<file path="config.mk">
export PLATFORM = sky130hd
export DESIGN_NAME = alu_arbiter_flat
export DESIGN_NICKNAME = d
export VERILOG_FILES = /design/src/rtl/alu_arbiter_if.sv /design/src/rtl/alu_arbiter.sv /design/src/flat_wrapper.sv
export SDC_FILE = /design/constraint.sdc
export NUM_CORES = 1
export LEC_CHECK = 0
export CELL_PAD_IN_SITES_DETAIL_PLACEMENT = 0
export CELL_PAD_IN_SITES_GLOBAL_PLACEMENT = 1
export CORE_MARGIN = 4
export CORE_UTILIZATION = 22
export CTS_CLUSTER_DIAMETER = 30
export DETAILED_ROUTE_END_ITERATION = 16
export GPL_ROUTABILITY_DRIVEN = 0
export PLACE_DENSITY_LB_ADDON = 0.1
export SETUP_SLACK_MARGIN = 0.2
export SYNTH_ARGS = -nofsm -noshare
export SYNTH_HDL_FRONTEND = slang
export SYNTH_SLANG_ARGS = --single-unit
</file>
<file path="constraint.sdc">
create_clock -name clk -period 1.4 [get_ports clk]
set_input_delay 0.28 -clock clk [delete_from_list [all_inputs] [get_ports clk]]
set_output_delay 0.28 -clock clk [all_outputs]
set_load 0.01 [all_outputs]
</file>
<file path="src/rtl/alu_arbiter_if.sv">
// Request/response and ALU-side signal bundle for alu_arbiter.
// slave = arbiter view; master = requesters plus the ALU.
interface alu_arbiter_if #(
    parameter int unsigned WIDTH = 32
);
    logic             req0_valid;
    logic             req0_ready;
    logic [2:0]       req0_op;
    logic [WIDTH-1:0] req0_a;
    logic [WIDTH-1:0] req0_b;
    logic [4:0]       req0_shamt;

    logic             req1_valid;
    logic             req1_ready;
    logic [2:0]       req1_op;
    logic [WIDTH-1:0] req1_a;
    logic [WIDTH-1:0] req1_b;
    logic [4:0]       req1_shamt;

    logic             rsp0_valid;
    logic [WIDTH-1:0] rsp0_data;
    logic             rsp0_zero;
    logic             rsp1_valid;
    logic [WIDTH-1:0] rsp1_data;
    logic             rsp1_zero;

    logic [WIDTH-1:0] alu_in1;
    logic [WIDTH-1:0] alu_in2;
    logic [2:0]       alu_op;
    logic [4:0]       alu_shamt;
    logic [WIDTH-1:0] alu_out;
    logic             alu_zero;

    logic             busy;

    modport slave (
        input  req0_valid, req0_op, req0_a, req0_b, req0_shamt,
        input  req1_valid, req1_op, req1_a, req1_b, req1_shamt,
        output req0_ready, req1_ready,
        output rsp0_valid, rsp0_data, rsp0_zero,
        output rsp1_valid, rsp1_data, rsp1_zero,
        output alu_in1, alu_in2, alu_op, alu_shamt,
        input  alu_out, alu_zero,
        output busy
    );

    modport master (
        output req0_valid, req0_op, req0_a, req0_b, req0_shamt,
        output req1_valid, req1_op, req1_a, req1_b, req1_shamt,
        input  req0_ready, req1_ready,
        input  rsp0_valid, rsp0_data, rsp0_zero,
        input  rsp1_valid, rsp1_data, rsp1_zero,
        input  alu_in1, alu_in2, alu_op, alu_shamt,
        output alu_out, alu_zero,
        input  busy
    );
endinterface

</file>
<file path="src/rtl/alu_arbiter.sv">
// Two-port arbiter in front of a shared registered ALU.
// One op in flight: accept -> ISSUE -> RESP, with a fresh accept allowed during RESP.
module alu_arbiter #(
    parameter bit          RR_EN = 1'b1,
    parameter int unsigned WIDTH = 32
) (
    input  logic         clk,
    input  logic         rst_n,
    alu_arbiter_if.slave bus
);
    typedef enum logic [1:0] {
        StIdle,
        StIssue,
        StResp
    } state_e;

    localparam logic [2:0] OpBranch = 3'd6;

    state_e           r_state;
    state_e           w_state_nxt;
    logic             r_last_grant;
    logic             r_port;
    logic [2:0]       r_op;
    logic [WIDTH-1:0] r_a;
    logic [WIDTH-1:0] r_b;
    logic [4:0]       r_shamt;

    logic             w_accept_ok;
    logic             w_gnt_valid;
    logic             w_gnt_port;
    logic             w_rsp_fire;
    logic             w_rsp0_sel;
    logic             w_rsp1_sel;
    logic [WIDTH-1:0] w_rsp_data;

    // rst_n gates acceptance so ready reads 0 for the whole reset window.
    assign w_accept_ok = rst_n && ((r_state == StIdle) || (r_state == StResp));

    always_comb begin
        w_gnt_valid = 1'b0;
        w_gnt_port  = 1'b0;
        if (w_accept_ok) begin
            unique case ({bus.req1_valid, bus.req0_valid})
                2'b01: begin
                    w_gnt_valid = 1'b1;
                    w_gnt_port  = 1'b0;
                end
                2'b10: begin
                    w_gnt_valid = 1'b1;
                    w_gnt_port  = 1'b1;
                end
                2'b11: begin
                    w_gnt_valid = 1'b1;
                    w_gnt_port  = RR_EN ? ~r_last_grant : 1'b0;
                end
                default: begin
                    w_gnt_valid = 1'b0;
                    w_gnt_port  = 1'b0;
                end
            endcase
        end
    end

    assign bus.req0_ready = w_gnt_valid & ~w_gnt_port;
    assign bus.req1_ready = w_gnt_valid &  w_gnt_port;

    always_comb begin
        w_state_nxt = r_state;
        unique case (r_state)
            StIdle:  w_state_nxt = w_gnt_valid ? StIssue : StIdle;
            StIssue: w_state_nxt = StResp;
            StResp:  w_state_nxt = w_gnt_valid ? StIssue : StIdle;
            default: w_state_nxt = StIdle;
        endcase
    end

    always_ff @(posedge clk or negedge rst_n) begin
        if (!rst_n) begin
            r_state <= StIdle;
        end else begin
            r_state <= w_state_nxt;
        end
    end

    // Holding registers double as the ALU input drivers: they only change on the
    // accept edge, so the ALU sees stable operands outside ISSUE.
    always_ff @(posedge clk or negedge rst_n) begin
        if (!rst_n) begin
            r_last_grant <= 1'b1;
            r_port       <= 1'b0;
            r_op         <= '0;
            r_a          <= '0;
            r_b          <= '0;
            r_shamt      <= '0;
        end else if (w_gnt_valid) begin
            r_last_grant <= w_gnt_port;
            r_port       <= w_gnt_port;
            r_op         <= w_gnt_port ? bus.req1_op    : bus.req0_op;
            r_a          <= w_gnt_port ? bus.req1_a     : bus.req0_a;
            r_b          <= w_gnt_port ? bus.req1_b     : bus.req0_b;
            r_shamt      <= w_gnt_port ? bus.req1_shamt : bus.req0_shamt;
        end
    end

    assign bus.alu_in1   = r_a;
    assign bus.alu_in2   = r_b;
    assign bus.alu_op    = r_op;
    assign bus.alu_shamt = r_shamt;

    // r_op still holds the in-flight op during RESP; a new accept lands on the next edge.
    assign w_rsp_fire = (r_state == StResp);
    assign w_rsp0_sel = w_rsp_fire & ~r_port;
    assign w_rsp1_sel = w_rsp_fire &  r_port;
    assign w_rsp_data = (r_op == OpBranch) ? '0 : bus.alu_out;

    assign bus.rsp0_valid = w_rsp0_sel;
    assign bus.rsp0_data  = w_rsp0_sel ? w_rsp_data : '0;
    assign bus.rsp0_zero  = w_rsp0_sel & bus.alu_zero;
    assign bus.rsp1_valid = w_rsp1_sel;
    assign bus.rsp1_data  = w_rsp1_sel ? w_rsp_data : '0;
    assign bus.rsp1_zero  = w_rsp1_sel & bus.alu_zero;

    assign bus.busy = (r_state != StIdle);
endmodule

</file>
<file path="src/flat_wrapper.sv">
// flat-port wrapper written by rule: the top's interface ports become plain ports
module alu_arbiter_flat 
#(
    parameter bit          RR_EN = 1'b1,
    parameter int unsigned WIDTH = 32
)
  (clk, rst_n, bus_req0_valid, bus_req0_op, bus_req0_a, bus_req0_b, bus_req0_shamt, bus_req1_valid, bus_req1_op, bus_req1_a, bus_req1_b, bus_req1_shamt, bus_req0_ready, bus_req1_ready, bus_rsp0_valid, bus_rsp0_data, bus_rsp0_zero, bus_rsp1_valid, bus_rsp1_data, bus_rsp1_zero, bus_alu_in1, bus_alu_in2, bus_alu_op, bus_alu_shamt, bus_alu_out, bus_alu_zero, bus_busy);
  alu_arbiter_if #(.WIDTH(WIDTH)) bus_i ();
  input  logic clk;
  input  logic rst_n;
  input wire logic [$bits(bus_i.req0_valid)-1:0] bus_req0_valid;
  input wire logic [$bits(bus_i.req0_op)-1:0] bus_req0_op;
  input wire logic [$bits(bus_i.req0_a)-1:0] bus_req0_a;
  input wire logic [$bits(bus_i.req0_b)-1:0] bus_req0_b;
  input wire logic [$bits(bus_i.req0_shamt)-1:0] bus_req0_shamt;
  input wire logic [$bits(bus_i.req1_valid)-1:0] bus_req1_valid;
  input wire logic [$bits(bus_i.req1_op)-1:0] bus_req1_op;
  input wire logic [$bits(bus_i.req1_a)-1:0] bus_req1_a;
  input wire logic [$bits(bus_i.req1_b)-1:0] bus_req1_b;
  input wire logic [$bits(bus_i.req1_shamt)-1:0] bus_req1_shamt;
  output wire logic [$bits(bus_i.req0_ready)-1:0] bus_req0_ready;
  output wire logic [$bits(bus_i.req1_ready)-1:0] bus_req1_ready;
  output wire logic [$bits(bus_i.rsp0_valid)-1:0] bus_rsp0_valid;
  output wire logic [$bits(bus_i.rsp0_data)-1:0] bus_rsp0_data;
  output wire logic [$bits(bus_i.rsp0_zero)-1:0] bus_rsp0_zero;
  output wire logic [$bits(bus_i.rsp1_valid)-1:0] bus_rsp1_valid;
  output wire logic [$bits(bus_i.rsp1_data)-1:0] bus_rsp1_data;
  output wire logic [$bits(bus_i.rsp1_zero)-1:0] bus_rsp1_zero;
  output wire logic [$bits(bus_i.alu_in1)-1:0] bus_alu_in1;
  output wire logic [$bits(bus_i.alu_in2)-1:0] bus_alu_in2;
  output wire logic [$bits(bus_i.alu_op)-1:0] bus_alu_op;
  output wire logic [$bits(bus_i.alu_shamt)-1:0] bus_alu_shamt;
  input wire logic [$bits(bus_i.alu_out)-1:0] bus_alu_out;
  input wire logic [$bits(bus_i.alu_zero)-1:0] bus_alu_zero;
  output wire logic [$bits(bus_i.busy)-1:0] bus_busy;
  assign bus_i.req0_valid = bus_req0_valid;
  assign bus_i.req0_op = bus_req0_op;
  assign bus_i.req0_a = bus_req0_a;
  assign bus_i.req0_b = bus_req0_b;
  assign bus_i.req0_shamt = bus_req0_shamt;
  assign bus_i.req1_valid = bus_req1_valid;
  assign bus_i.req1_op = bus_req1_op;
  assign bus_i.req1_a = bus_req1_a;
  assign bus_i.req1_b = bus_req1_b;
  assign bus_i.req1_shamt = bus_req1_shamt;
  assign bus_req0_ready = bus_i.req0_ready;
  assign bus_req1_ready = bus_i.req1_ready;
  assign bus_rsp0_valid = bus_i.rsp0_valid;
  assign bus_rsp0_data = bus_i.rsp0_data;
  assign bus_rsp0_zero = bus_i.rsp0_zero;
  assign bus_rsp1_valid = bus_i.rsp1_valid;
  assign bus_rsp1_data = bus_i.rsp1_data;
  assign bus_rsp1_zero = bus_i.rsp1_zero;
  assign bus_alu_in1 = bus_i.alu_in1;
  assign bus_alu_in2 = bus_i.alu_in2;
  assign bus_alu_op = bus_i.alu_op;
  assign bus_alu_shamt = bus_i.alu_shamt;
  assign bus_i.alu_out = bus_alu_out;
  assign bus_i.alu_zero = bus_alu_zero;
  assign bus_busy = bus_i.busy;
  alu_arbiter #(.RR_EN(RR_EN), .WIDTH(WIDTH)) u_core (.clk(clk), .rst_n(rst_n), .bus(bus_i));
endmodule
</file>
==> flow_summary.json, run 1 <==
{
  "run_status": "complete, but fails checks",
  "violations": "negative setup slack",
  "fin_crit_ns": 2.04,
  "total_power_mw": 9.71,
  "critPathMaxStageDelay_ns": 0.39,
  "yosysWarningCount": 0,
  "comb_power_share_pct": 43.6,
  "grt_max_degree": 55,
  "clock.fmax_mhz": 489,
  "first_iter_violations": 195,
  "cts_tree": "yes",
  "cts_max_level": 3,
  "yosys-top-cells-area": "dfrtp_1 43%, a32oi_1 10%, o2bb2ai_1 10%, and2_1 9.4%, a21oi_1 6.1%",
  "initial_utilization_pct": 22.4,
  "clkPwrFrac_pct": 26.6,
  "synth_seq_area_share_pct": 43.5,
  "cp_max_fo": 8,
  "muxShareOfSynthArea_pct": 0,
  "final_max_slew_viol_count": 0,
  "path_buf_inv": 3,
  "powerDensity_nw_per_um2": 920,
  "cp_top_family": "simple AND/OR/NAND/NOR gates",
  "p_leak_nw": 4.33,
  "wl_um": 26600,
  "pwr-share-seq_pct": 29.8,
  "ys_types": 27,
  "synth-compound-area-share_pct": 30.9,
  "yosys.area.top_type": "dfrtp_1",
  "clock_path_buffers": 2,
  "wl_per_cell_um": 23.8,
  "grt.overflow.total": 0,
  "syn2layout_area_growth_pct": 142,
  "p_switching_mw": 3.20,
  "ir_drop_uv": 688,
  "synth_cells": 458,
  "final_common_cell": "clkdlybuf4s50_1",
  "cp-start-kind": "flop",
  "hold_violations": 0,
  "synth-simple-area-share_pct": 17.1,
  "end_kind": "output pin",
  "syn_avg_cell_area_um2": 9.54,
  "required_ns": 1.12,
  "sw_frac_of_total_pct": 33.0,
  "grt_pass1_wl_um": 36400,
  "synthXorXnorAreaFrac_pct": 0,
  "antenna_found_initial": 0,
  "cts_buffers": 9,
  "n_antenna_cell": 0,
  "setup_slack_ns": -0.644,
  "coreArea_um2": 19500,
  "drv_cap": 0,
  "vias": 5612,
  "yosys.area_share.adder_pct": 0,
  "yosys.area.top_type_share_pct": 42.9,
  "route.detailed.drc": 0,
  "synth_top_family_by_area": "compound AO/OA/AOI/OAI gates",
  "max_slew.worst_pin.slew_ns": 0.792,
  "path_clk_slew_ns": 0.06,
  "synth.cell_area_um2": 4370,
  "fin_nets": 1026,
  "dp_slack_ns": -0.596,
  "portBuffers": 323,
  "track_usage_pct": 21.4,
  "insertion_delay_ns": 0.34,
  "ys_ff_latch": 76,
  "slowest_stage": "dfrtp_1",
  "pin_count": 324,
  "drive_gt1_share_pct": 55.3,
  "hold_buffers": 0,
  "hpwl_um": 16000,
  "fin_skew_ns": 0.00779,
  "cp.arrival_ns": 1.76,
  "intPower_mw": 6.51,
  "rows": 51,
  "final_cell_mix": "179 x clkdlybuf4s50_1, 108 x buf_6, 75 x dfrtp_1",
  "critPathKind": "reg2out",
  "cts-root-buf": "clkbuf_16",
  "antenna_left": 0,
  "cp_cell_sequence": "and3b_1 > and2b_4 > buf_12 > buf_16 > and2_4 > buf_6",
  "die-area_um2": 22200,
  "setup_viol": 146,
  "relSlewSlack_pct": 47.2,
  "holdWs_ns": 0.0674,
  "die_x_um": 149,
  "drt_first_pass_iters": 4,
  "rsz0062_at_grt": "yes",
  "viasPerCell": 5.03,
  "hp-class": "in2async",
  "fin_crit_sh_pct": 146,
  "die_h_um": 149,
  "numClockSinks": 76,
  "first_global_vias": 5799,
  "synth_nets": 639
}
## worst paths after layout
kind                                                         from                                  to  slack (ns)  cells past startpoint
max in group asynchronous                                   rst_n  u_core.bus.alu_in2[22]$_DFFE_PN0N_        0.66                      3
worst max register to register        u_core.r_state[0]$_DFF_PN0_   u_core.bus.alu_in2[3]$_DFFE_PN0N_       -0.45                     10
worst min-delay path                                        rst_n           u_core.r_port$_DFFE_PN0N_        0.07                      3
min in group clk                u_core.bus.alu_in1[3]$_DFFE_PN0N_   u_core.bus.alu_in1[3]$_DFFE_PN0N_        0.48                      1
worst max-delay path             u_core.bus.alu_op[2]$_DFFE_PN0N_                   bus_rsp0_data[24]       -0.64                      6
worst min register to register  u_core.bus.alu_in1[3]$_DFFE_PN0N_   u_core.bus.alu_in1[3]$_DFFE_PN0N_        0.48                      1
## stage by stage
stage | util, % | TNS (ns) | std cells | area [um2]
after floorplan | - | -4.76 | 458 | 4570
after global placement | 41.5 | -66.12 | 1021 | 8110
after detailed placement | 41.5 | -67.42 | 1021 | 8110
after CTS | 49.2 | -57.93 | 1094 | 9600
after global routing | 54.1 | -80.34 | 1115 | 10600
final | 54.1 | -70.52 | 1115 | 10600
## area by class of cell
class | instances | area, um2
timing repair inverter | 3 | 45.0
sequential | 76 | 1900
clock buffer | 9 | 225
multi-input combinational | 303 | 3120
tap | 265 | 332
timing repair buffer | 431 | 4750
fill | 1719 | 8970
clock inverter | 7 | 100
inverter | 21 | 91.3
## worst min-delay path, cell delays in order
cell	delay (ns)
buf_4	0.09
buf_4	0.12
buf_4	0.31
## logic make-up (layout without fill, tap and decap cells)
logic type	count (synthesis)	in the layout
compound gates	177	177
buf+inv	80	471
flops	76	76
simple gates	125	126
## registers in the layout, indices dropped and copies added, names as in the netlist
name and flops:
u_core.bus.alu_in1 32, u_core.bus.alu_in2 32, u_core.bus.alu_shamt 5, u_core.bus.alu_op 3, u_core.r_state 2, u_core.r_last_grant 1
u_core.r_port 1
## what timing repair did
action                     in CTS  in global routing
setup endpoints to repair     218                149
pin swaps                     122                 69
buffers inserted               34                 12
resized for setup             800                124
gates cloned                   23                  9
## per-layer routing
metal,wire length [um],global-route usage [%],vias to the layer above
li1,-,-,2535
met2,13800,37.9,268
met3,2090,5.99,45
met4,697,7.00,0
met5,0,0,-
met1,10000,25.1,2764
## synthesized netlist by cell type, drive strengths merged
master and count:
dfstp 1, or2 2, nor3b 1, and2 66, a21oi 53, nor2b 2
dfrtp 75, nor2 3, and3 2, a32oi 52, o2bb2ai 52, clkbuf 20
and3b 4, inv 21, nand3 40, and2b 2, nand2 2, nand2b 1
buf 39, o221ai 20
## power groups by stage
stage               registers, mW  clock network [mW]  logic (mW)
finish                       2.90                2.58        4.23
CTS                          2.87                2.65        3.75
floorplan                    3.10                   0        1.10
global placement             2.91                   0        3.33
global route                 2.95                2.73        4.47
detailed placement           2.92                   0        3.34
No activity file was read; power rests on OpenSTA's default activity.
==> inputs of run 2 (changes only) <==
Settings changed: CORE_AREA set to 4 4 123 125, CORE_MARGIN 4 to not set, CORE_UTILIZATION 22 to not set, DIE_AREA set to 0 0 127 129, DONT_BUFFER_PORTS set to 1.
==> flow_summary.json, run 2 (synthesized netlist as in run 1, its figures left out) <==
{
  "hold_violations": 76,
  "grt_pass1_wl_um": 29400,
  "setup_slack_ns": -0.427,
  "insertion_delay_ns": 0.35,
  "rsz0062_at_grt": "yes",
  "cts_buffers": 9,
  "sw_frac_of_total_pct": 33.0,
  "cts_max_level": 3,
  "slowest_stage": "dfrtp_1",
  "cts_tree": "yes",
  "track_usage_pct": 24.0,
  "first_iter_violations": 263,
  "worst-r2r-setup-slack_ns": -0.38,
  "final_util_pct": 45.5,
  "cp-start-kind": "flop",
  "grt.overflow.total": 0,
  "max_slew.worst_pin.slew_ns": 0.319,
  "antenna_found_initial": 1,
  "clock_path_buffers": 2,
  "die_h_um": 129,
  "route.detailed.drc": 0,
  "fin_crit_ns": 1.83,
  "coreArea_um2": 13900,
  "cp.arrival_ns": 1.55,
  "path_buf_inv": 3,
  "drv_cap": 0,
  "fin_nets": 672,
  "die_x_um": 127,
  "grt_max_degree": 80,
  "fin_crit_sh_pct": 131,
  "hpwl_um": 13100,
  "hp-class": "in2async",
  "cts-root-buf": "clkbuf_16",
  "first_global_vias": 4451,
  "powerDensity_nw_per_um2": 1190,
  "path_clk_slew_ns": 0.06,
  "violations": "negative hold slack, negative setup slack",
  "fillers": 1295,
  "required_ns": 1.12,
  "final_max_slew_viol_count": 0,
  "cp_cell_sequence": "buf_4 > buf_6 > nor2b_4 > and3_4 > buf_12",
  "p_switching_mw": 2.48,
  "fin_skew_ns": 0.00864,
  "drt_first_pass_iters": 4,
  "portBuffers": 0,
  "clkPwrFrac_pct": 30.0,
  "die-area_um2": 16400,
  "wl_um": 20300,
  "intPower_mw": 5.05,
  "critPathMaxStageDelay_ns": 0.40,
  "pin_count": 324,
  "clock.fmax_mhz": 547,
  "n_antenna_cell": 0,
  "rows": 43,
  "holdWs_ns": -0.375,
  "run_status": "complete, but fails checks",
  "wl_per_cell_um": 30.1,
  "initial_utilization_pct": 31.5,
  "cp_max_fo": 6,
  "p_leak_nw": 2.57,
  "relSlewSlack_pct": 78.7,
  "numClockSinks": 76,
  "final_cell_mix": "75 x dfrtp_1, 53 x a21oi_1, 52 x o2bb2ai_1",
  "critPathKind": "reg2out",
  "setup_viol": 146,
  "final_common_cell": "dfrtp_1",
  "drive_gt1_share_pct": 33.9,
  "vias": 4118,
  "viasPerCell": 6.09,
  "ir_drop_uv": 499,
  "end_kind": "output pin",
  "comb_power_share_pct": 27.6,
  "antenna_left": 0,
  "syn2layout_area_growth_pct": 44.6,
  "cp_top_family": "flip-flops",
  "pwr-share-seq_pct": 42.4
}
[run 2: cell count changes in the layout (fill, tap and decap cells not counted), moves of 13 or more]
cell	change
clkdlybuf4s50_1	-179
buf_6	-98
buf_2	-67
a21oi_1	+33
a32oi_1	+25
a32oi_2	-25
a21oi_2	-23
nand3_1	+19
and2_1	+18
and2_4	-18
o2bb2ai_1	+14
nand3_2	-13
o221ai_1	+13
o221ai_2	-13
[run 2: path summary, 6_finish.rpt]
path,startpoint,end,cells after the start
worst max register to register,u_core.r_state[0]$_DFF_PN0_,u_core.bus.alu_in2[29]$_DFFE_PN0N_,8
worst max-delay path,u_core.r_state[0]$_DFF_PN0_,bus_req1_ready,5
min in group clk,bus_req1_b[7],u_core.bus.alu_in2[7]$_DFFE_PN0N_,2
worst min-delay path,rst_n,u_core.bus.alu_in1[23]$_DFFE_PN0N_,0
max in group asynchronous,rst_n,u_core.r_last_grant$_DFFE_PN1N_,0
worst min register to register,u_core.r_state[1]$_DFF_PN0_,u_core.r_state[1]$_DFF_PN0_,1
[run 2: power groups by stage]
| stage | logic (mW) | registers [mW] | clock network [mW] |
|---|---|---|---|
| finish | 2.08 | 3.20 | 2.26 |
| floorplan | 1.10 | 3.10 | 0 |
| global placement | 1.45 | 3.24 | 0 |
| global route | 2.24 | 3.25 | 2.41 |
| CTS | 2.01 | 3.21 | 2.32 |
| detailed placement | 1.48 | 3.23 | 0 |
[run 2: area by class of cell]
type                    instances  area (um2)  share of cell area (%)
flip-flops and latches         76        1900                    30.1
repair buffers                 78        1460                    23.0
clock inverters                 3        22.5                   0.356
repair inverters                2        22.5                   0.356
inverters                      21        86.3                    1.37
well taps                     180         225                    3.56
clock buffers                  13         260                    4.12
multi-input cells             303        2340                    37.1
[run 2: metrics by stage]
step,instance area [um2],std cells,setup WS [ns],TNS (ns),power (mW)
5_1_grt,6320,676,-0.498,-61.20,7.90
3_3_place_gp,4810,610,-0.0936,-6.02,4.70
6_report,6320,676,-0.427,-49.16,7.54
3_5_place_dp,4810,610,-0.122,-9.64,4.71
4_1_cts,6170,673,-0.449,-49.24,7.53
2_1_floorplan,4570,458,-0.107,-4.76,4.20
[run 2: timing repair]
action	4_1_cts	5_1_grt
cloned	23	1
endpoints found under the setup margin	146	146
gates resized for setup	54	26
pin swaps	20	11
endpoints found under the hold margin	76	76
buffers inserted	24	2
[run 2: per-layer routing]
metal	global-route usage (%)	wire (um)	part of all wire, %
met1	27.0	7380	36
met2	41.5	10400	51
met3	10.2	2150	11
met4	7.07	359	1.8
met5	0	13	0.064
